<file path="src/rtl/writeback_stage.sv">
`default_nettype none
// ============================================================================
// Module   : writeback_stage
// Purpose  : Final stage of the argon CPU. Buffers LSU load results in a small
//            FIFO, arbitrates ALU vs. FIFO head round-robin, and issues one
//            registered write per cycle to the register file. Keeps a count of
//            retired writes (rd != 0) for debug/performance monitoring.
// Macro    : WB_FWD_EN - when defined, o_fwd_* mirror the registered write
//            port so decode can bypass the value being written this cycle;
//            when undefined, o_fwd_* are tied to zero.
// Revision : 1.0 - initial release
// ============================================================================
module writeback_stage #(
  parameter int LSU_DEPTH = 4
) (
  input  logic        i_clk,
  input  logic        i_reset_n,

  input  logic        i_alu_valid,
  output logic        o_alu_ready,
  input  logic [4:0]  i_alu_rd,
  input  logic [31:0] i_alu_data,

  input  logic        i_lsu_valid,
  output logic        o_lsu_ready,
  input  logic [4:0]  i_lsu_rd,
  input  logic [31:0] i_lsu_data,

  output logic        o_write_en,
  output logic [4:0]  o_selectW,
  output logic [31:0] o_portW,
  output logic [31:0] o_wb_count,

  output logic        o_fwd_valid,
  output logic [4:0]  o_fwd_rd,
  output logic [31:0] o_fwd_data
);

  // Pointer width; LSU_DEPTH is a power of two of at least 2, so pointers
  // wrap modulo the depth purely by overflowing.
  localparam int PTR_W = (LSU_DEPTH > 1) ? $clog2(LSU_DEPTH) : 1;

  localparam logic [PTR_W-1:0] PTR_ONE    = 1;
  localparam logic [PTR_W:0]   OCC_ONE    = 1;
  localparam logic [PTR_W:0]   OCC_ZERO   = 0;
  localparam logic [PTR_W:0]   FULL_COUNT = LSU_DEPTH[PTR_W:0];
  localparam logic [31:0]      COUNT_ONE  = 32'd1;

  // Encoding of the round-robin history flag.
  localparam logic GRANT_LSU = 1'b0;
  localparam logic GRANT_ALU = 1'b1;

  // --------------------------------------------------------------------------
  // LSU result FIFO state
  // --------------------------------------------------------------------------
  logic [4:0]       fifo_rd   [LSU_DEPTH];
  logic [31:0]      fifo_data [LSU_DEPTH];
  logic [PTR_W-1:0] rd_ptr;
  logic [PTR_W-1:0] wr_ptr;
  logic [PTR_W:0]   occupancy;
  logic [PTR_W:0]   occupancy_next;
  logic             lsu_ready;
  logic             fifo_empty;
  logic             push;
  logic             pop;

  // --------------------------------------------------------------------------
  // Arbiter and write port state
  // --------------------------------------------------------------------------
  logic             last_grant;
  logic             contested;
  logic             grant_alu;
  logic             grant_lsu;
  logic [4:0]       win_rd;
  logic [31:0]      win_data;

  logic             write_en;
  logic [4:0]       select_w;
  logic [31:0]      port_w;
  logic [31:0]      wb_count;

  // --------------------------------------------------------------------------
  // FIFO handshakes. Ready is a registered copy of "not full" so it depends
  // only on occupancy and never on a same-cycle pop.
  // --------------------------------------------------------------------------
  assign fifo_empty = (occupancy == OCC_ZERO);
  assign push       = i_lsu_valid && lsu_ready;
  assign pop        = grant_lsu;

  // Occupancy after this edge: a simultaneous push and pop cancel out.
  always_comb begin
    occupancy_next = occupancy;
    case ({push, pop})
      2'b10:   occupancy_next = occupancy + OCC_ONE;
      2'b01:   occupancy_next = occupancy - OCC_ONE;
      default: occupancy_next = occupancy;
    endcase
  end

  // FIFO storage: entries are only meaningful while counted in occupancy,
  // so the array itself needs no reset.
  always_ff @(posedge i_clk) begin
    if (push) begin
      fifo_rd[wr_ptr]   <= i_lsu_rd;
      fifo_data[wr_ptr] <= i_lsu_data;
    end
  end

  // FIFO pointers, occupancy and the registered not-full flag.
  always_ff @(posedge i_clk) begin
    if (!i_reset_n) begin
      rd_ptr    <= '0;
      wr_ptr    <= '0;
      occupancy <= OCC_ZERO;
      lsu_ready <= 1'b1;
    end else begin
      if (push) begin
        wr_ptr <= wr_ptr + PTR_ONE;
      end
      if (pop) begin
        rd_ptr <= rd_ptr + PTR_ONE;
      end
      occupancy <= occupancy_next;
      lsu_ready <= (occupancy_next != FULL_COUNT);
    end
  end

  assign o_lsu_ready = lsu_ready;

  // --------------------------------------------------------------------------
  // Round-robin arbitration between the ALU and the FIFO head. With a single
  // candidate it simply wins; on contention the source that did not win the
  // previous contest is chosen.
  // --------------------------------------------------------------------------
  assign contested = i_alu_valid && !fifo_empty;
  assign grant_alu = i_alu_valid && (fifo_empty || (last_grant == GRANT_LSU));
  assign grant_lsu = !fifo_empty && !grant_alu;

  // The ALU may only see ready while out of reset, even if it is valid.
  assign o_alu_ready = grant_alu && i_reset_n;

  // Select the winning result for the write register.
  always_comb begin
    win_rd   = fifo_rd[rd_ptr];
    win_data = fifo_data[rd_ptr];
    if (grant_alu) begin
      win_rd   = i_alu_rd;
      win_data = i_alu_data;
    end
  end

  // Round-robin history: only a contested grant changes who goes next.
  always_ff @(posedge i_clk) begin
    if (!i_reset_n) begin
      last_grant <= GRANT_LSU;
    end else if (contested) begin
      last_grant <= grant_alu ? GRANT_ALU : GRANT_LSU;
    end
  end

  // --------------------------------------------------------------------------
  // Registered register-file write port. Writes to x0 are consumed but never
  // strobed; idle cycles keep the last index/data on the bus.
  // --------------------------------------------------------------------------
  always_ff @(posedge i_clk) begin
    if (!i_reset_n) begin
      write_en <= 1'b0;
      select_w <= '0;
      port_w   <= '0;
    end else if (grant_alu || grant_lsu) begin
      write_en <= (win_rd != 5'd0);
      select_w <= win_rd;
      port_w   <= win_data;
    end else begin
      write_en <= 1'b0;
    end
  end

  assign o_write_en = write_en;
  assign o_selectW  = select_w;
  assign o_portW    = port_w;

  // Retired-write counter: one per strobed write, wrapping naturally at 2^32.
  always_ff @(posedge i_clk) begin
    if (!i_reset_n) begin
      wb_count <= '0;
    end else if (write_en) begin
      wb_count <= wb_count + COUNT_ONE;
    end
  end

  assign o_wb_count = wb_count;

  // --------------------------------------------------------------------------
  // Forwarding tap toward decode.
  // --------------------------------------------------------------------------
`ifdef WB_FWD_EN
  assign o_fwd_valid = write_en;
  assign o_fwd_rd    = select_w;
  assign o_fwd_data  = port_w;
`else
  assign o_fwd_valid = 1'b0;
  assign o_fwd_rd    = 5'd0;
  assign o_fwd_data  = 32'd0;
`endif

endmodule
`default_nettype wire

</file>
<file path="config.mk">
export PLATFORM = sky130hd
export DESIGN_NAME = writeback_stage
export DESIGN_NICKNAME = d
export VERILOG_FILES = /design/src/rtl/writeback_stage.sv
export SDC_FILE = /design/constraint.sdc
export NUM_CORES = 1
export LEC_CHECK = 0
export ABC_AREA = 1
export BUFFER_PORTS_ARGS = -buffer_cell sky130_fd_sc_hd__buf_2
export CAP_MARGIN = 20
export CORE_ASPECT_RATIO = 1.4
export CORE_UTILIZATION = 52
export DETAILED_ROUTE_END_ITERATION = 7
export PLACE_DENSITY = 0.75
export SKIP_CTS_REPAIR_TIMING = 1
export SLEW_MARGIN = 25
export SYNTH_ARGS = -nofsm -noshare
export SYNTH_HDL_FRONTEND = slang
export SYNTH_SLANG_ARGS = --single-unit
export TNS_END_PERCENT = 50
</file>
<file path="constraint.sdc">
create_clock -name i_clk -period 3 [get_ports i_clk]
set_input_delay 0.15 -clock i_clk [delete_from_list [all_inputs] [get_ports i_clk]]
set_output_delay 0.15 -clock i_clk [all_outputs]
set_load 0.01 [all_outputs]
</file>
==> results by stage <==
Synth:
- Measured against the total synthesized area, the mux share comes to 0.
- The fraction of the mapped netlist area in compound gates is 0.1368.
- The xor-xnor portion of the synthesized cell area is 0.009728.
- The number of instances in the synthesized netlist is around 950.
- The flip-flop cell with the highest count after synthesis is sky130_fd_sc_hd__edfxtp_1.
- Of the total synthesized cell area, the portion taken by full adders, half adders and majority gates is 0.009602.
- The cell type contributing the most total cell area after synthesis is sky130_fd_sc_hd__edfxtp_1.
- The count of unique library cells instantiated by Yosys is 37.
- The share of synthesized area occupied by flip-flops and latches is 0.6125.
- The top-area cell type share of the netlist area is 0.4488.
- During synthesis, Yosys emitted a total of 0 warnings.
- Synthesis inferred 229 register bits.
- For this run, asynchronously set or reset flops after synthesis account for 0.
- The post-synthesis instance area is roughly 10000 sq um.
- The number of enable flip-flop cells after synthesis is around 150.
- The post-synthesis area per instance is around 10 sq um.
- After synthesis, the largest family of logic cells by area is simple AND/OR/NAND/NOR gates.
- The area share of and/or/nand/nor cells after synthesis is 0.1478.
- Sorting the synthesized cells by area gives the leading types as sky130_fd_sc_hd__edfxtp_1, sky130_fd_sc_hd__dfxtp_1, sky130_fd_sc_hd__nor2_1.

Drt:
- The post-detailed-routing wire length is 22630 um.
- The pre-antenna-repair detailed-routing pass consisted of 5 iterations.
- In the routed design, unresolved DRC markers number 0.
- The routed layout has ~7400 vias.
- The count of routing violations after the opening detailed-route iteration is about 670.
- The average wire per standard cell is about 16 um.
- The routed via count divided by cell count is roughly 5.2.
- The post-detailed-route count of antenna-violating nets is 0.

Die:
- The initial utilization of the core area, before any placement, comes to 0.5324.
- The horizontal extent of the die is between 100 and 150 um.
- The floorplan core area is approximately 19000 sq um.
- The overall die area is slightly below 20000 sq um.
- For this design the top-level I/O count stands at roughly 190.
- After floorplanning, the core was divided into 59 placement rows.
- The die span in y is between 150 and 200 um.

Clocking:
- Counting the buffers created by CTS gives 22.
- TritonCTS built the clock tree.
- Clock latency on the worst-skew pair, taken at its later pin, is 0.50 ns.
- CTS built an H-tree with a depth of 1.
- The clock passes through at most 3 buffers.
- Counting every sink on the clock net gives roughly 230.
- The root cell of the clock tree is sky130_fd_sc_hd__clkbuf_16.
- Clock-pin slew was measured on the worst setup and hold paths at roughly 0.07 ns.

Critical path:
- Traced cell by cell, the critical path runs through nor2_2 > nand2_4 > nand2_2 > nand2_4 > nor2_1 > buf_2.
- The kind of cell adding the most delay to the critical path is simple AND/OR/NAND/NOR gates.
- The worst register-to-register path has a depth of 11.
- The critical path start-end classification is reg -> out.
- Together, buffers and inverters on the worst path number 1.
- The critical path launch point type is a flip-flop.
- STA puts the critical path data required time at approximately 2.9 ns.
- The largest individual stage delay along the critical path comes from the cell sky130_fd_sc_hd__nand2_4.
- The worst flop-to-flop path startpoint is occupancy[0].
- The reg-to-reg setup timing slack is 0.81 ns.
- The reg-to-reg endpoint is o_lsu_ready.
- The highest cell delay on the worst timing path is about 0.49 ns.
- The worst setup path is captured at an output pin.
- The worst path arrival time is 2.14 ns.
- Counting stages on the worst path, the most repeated cell is sky130_fd_sc_hd__nand2_4.
- The critical-path maximum fanout is between 60 and 70.

Placement:
- Summed over all nets, the half-perimeter wirelength after detailed placement is ~14000 um.
- Once placement completed, the tool counted placed cells totaling 1312.
- Routability-driven placement finished with a final weighted congestion of a little under 1.
- During placement, the flow inserted port buffers numbering ~150.

Power:
- Of the total power, the share spent switching nets is 0.3064.
- The net switching power of the design is about 2.8 mW.
- The share of total power dissipated in the clock network is 0.323.
- IR analysis of the VDD net gives a maximum drop of about 530 uV.
- The leakage component of the power is approximately 4.8 nW.
- The power density relative to cell area is about 740 nW/um^2.
- The share of total power dissipated in combinational logic is 0.236.
- The cell-internal power is 6.262 mW.
- The share of total power dissipated in sequential elements is 0.441.

Final layout:
- The fraction of final layout cells sized beyond drive strength 1 is 0.2273.
- The library cells used most frequently in the layout, excluding fill and tap cells, are sky130_fd_sc_hd__nor2_1, sky130_fd_sc_hd__buf_2, sky130_fd_sc_hd__edfxtp_1.
- The area growth from synthesis to layout is 22.75%.
- The number of diodes is 0.
- The final cell count without fillers is ~1400.
- In the final design database the tool counted about 1200 nets.
- The commonest non-fill, non-tap cell in the layout is sky130_fd_sc_hd__nor2_1.

Worst hold path:
- Along the worst hold path, the cell count comes to 3.
- The path class of the tightest hold or removal check is in -> reg.
- The worst hold path terminates at o_portW[2].
- The critical hold path startpoint is i_alu_data[2].

Timing:
- The post-route clock skew is approximately 0.014 ns.
- Setup repair after global routing left no endpoint under its margin.
- The worst-case headroom to the max-slew limit is 0.3871.
- The accumulated negative setup slack is 0 ns.
- The time the worst path needs with I/O delays and setup is approximately 2.3 ns.
- The number of hold violations in the final report is 1.
- Derived from the worst setup path, the maximum achievable clock frequency is ~440 MHz.
- Of the available clock period, the critical path in the final layout requires 0.7636.
- For the pin with the worst max-slew slack, the measured transition is 0.9193 ns.
- The final count of pins violating max slew was 0.
- The tightest hold path in the finished design has a slack of -0.0002289 ns.
- Setup violations remaining at the end of the flow were counted as 0.

Global route:
- The met3 demand-to-capacity share in global routing is 0.04224.
- The overflow left after global routing is 0.
- The via count of the first global-routing pass is 6861.
- The maximum number of pins on one net before global-route repair is 80.
- In this run the most used layer during global routing was met2.
- The first-pass GRT wire length is 33890 um.
- The number of antenna violations at the first check in global routing is 0.
- The total routing resource utilization after global routing is 0.2206.
- The global routing met2 resource utilization is 0.4046.
- The met1 demand-to-capacity share in global routing is 0.2501.

Status:
- The checks that failed: hold timing.
- The flow ran to the end, but the final reports show violations.

Flow run:
- The number of max-capacitance violations reported is 0.
power by group through the flow:
stage | clock network (mW) | registers, mW | logic, mW
floorplan | 0 | 4.10 | 1.41
detailed placement | 0 | 4.04 | 2.05
global route | 3.09 | 4.02 | 2.37
CTS | 2.96 | 3.98 | 2.06
global placement | 0 | 4.02 | 2.01
finish | 2.91 | 3.98 | 2.13
layer usage:
layer  wire length [um]  vias to the layer above
met2              12180                      255
li1                   -                     3629
met3               1255                       43
met5                  0                        -
met1               8612                     3506
met4                584                        0
area by class of cell:
cell class | instances | area, sq um
Timing Repair Buffer | 231 | 1539
Inverter | 76 | 292.8
Sequential cell | 229 | 6067
Clock inverter | 13 | 173.9
Tap cell | 244 | 305.3
Clock buffer | 27 | 590.6
Multi-Input combinational cell | 603 | 3188
Fill cell | 1378 | 6446
stage by stage:
stage | hold WS (ns) | utilization | instance area (sq um) | total power, mW | setup slack [ns]
2_1_floorplan | 0.2489 | - | 10040 | 5.518 | 0.4240
3_3_place_gp | 0.3659 | 0.5742 | 10680 | 6.032 | 0.9049
3_5_place_dp | 0.3666 | 0.5742 | 10680 | 6.088 | 0.8309
4_1_cts | -0.1514 | 0.6153 | 11450 | 8.994 | 0.6640
5_1_grt | 0.007542 | 0.6535 | 12160 | 9.476 | 0.5604
6_report | -0.0002289 | 0.6535 | 12160 | 9.028 | 0.7092
logic make-up after synthesis:
kind of cell | count (synthesis)
AO/OA/AOI/OAI | 212
flip-flops | 229
buffers and inverters | 157
other | 1
XOR/XNOR | 11
adder cells (fa/ha/maj) | 7
AND/OR/NAND/NOR | 335
how the worst max path moves through the flow:
stage | slack [ns] | endpoint | cells after the start | from
6_report | 0.71 | o_alu_ready | 6 | occupancy[0]
3_5_place_dp | 0.83 | o_lsu_ready | 11 | occupancy[0]
2_1_floorplan | 0.42 | fifo_data[2][0] | 4 | wr_ptr[0]
4_1_cts | 0.66 | o_alu_ready | 6 | occupancy[0]
3_3_place_gp | 0.90 | o_lsu_ready | 11 | occupancy[0]
5_1_grt | 0.56 | o_alu_ready | 6 | occupancy[0]
worst register-to-register path, delay by kind of cell, from the launching register on:
kind | cells | cell delay (ns)
adder cells (fa/ha/maj) | 2 | 0.56
AO/OA/AOI/OAI | 3 | 0.50
flip-flops | 1 | 0.38
AND/OR/NAND/NOR | 4 | 0.47
buffers and inverters | 2 | 0.16
sequential cells by signal (all words and copies together), names as in the netlist, named ones only:
signal       cells
o_lsu_ready      1
rd_ptr           2
fifo_data      128
fifo_rd         20
wr_ptr           2
occupancy        3
o_write_en       1
o_portW         32
o_wb_count      32
o_selectW        5
last_grant       1
cell usage after synthesis, types with 2 or more instances:
cell type	count
sky130_fd_sc_hd__nand2_1	96
sky130_fd_sc_hd__nand3_1	40
sky130_fd_sc_hd__inv_2	10
sky130_fd_sc_hd__nor3_2	2
sky130_fd_sc_hd__inv_4	3
sky130_fd_sc_hd__clkbuf_1	14
sky130_fd_sc_hd__dfxtp_1	81
sky130_fd_sc_hd__buf_6	6
sky130_fd_sc_hd__nor3_1	6
sky130_fd_sc_hd__nand2_4	2
sky130_fd_sc_hd__inv_1	63
sky130_fd_sc_hd__nand2_2	4
sky130_fd_sc_hd__nor2_4	3
sky130_fd_sc_hd__buf_2	19
sky130_fd_sc_hd__xor2_1	5
sky130_fd_sc_hd__xnor2_1	6
sky130_fd_sc_hd__a21oi_1	24
sky130_fd_sc_hd__buf_4	42
sky130_fd_sc_hd__o211ai_2	23
sky130_fd_sc_hd__o21ai_2	7
sky130_fd_sc_hd__o21ai_0	84
sky130_fd_sc_hd__edfxtp_1	148
sky130_fd_sc_hd__nor2_2	9
sky130_fd_sc_hd__nand4_1	13
sky130_fd_sc_hd__o211ai_1	25
sky130_fd_sc_hd__nor2_1	154
sky130_fd_sc_hd__o21a_1	5
sky130_fd_sc_hd__o21ai_1	36
sky130_fd_sc_hd__ha_1	6
sky130_fd_sc_hd__nand3_2	3
sky130_fd_sc_hd__a31oi_1	7
Power figures use the tool's default switching activity.
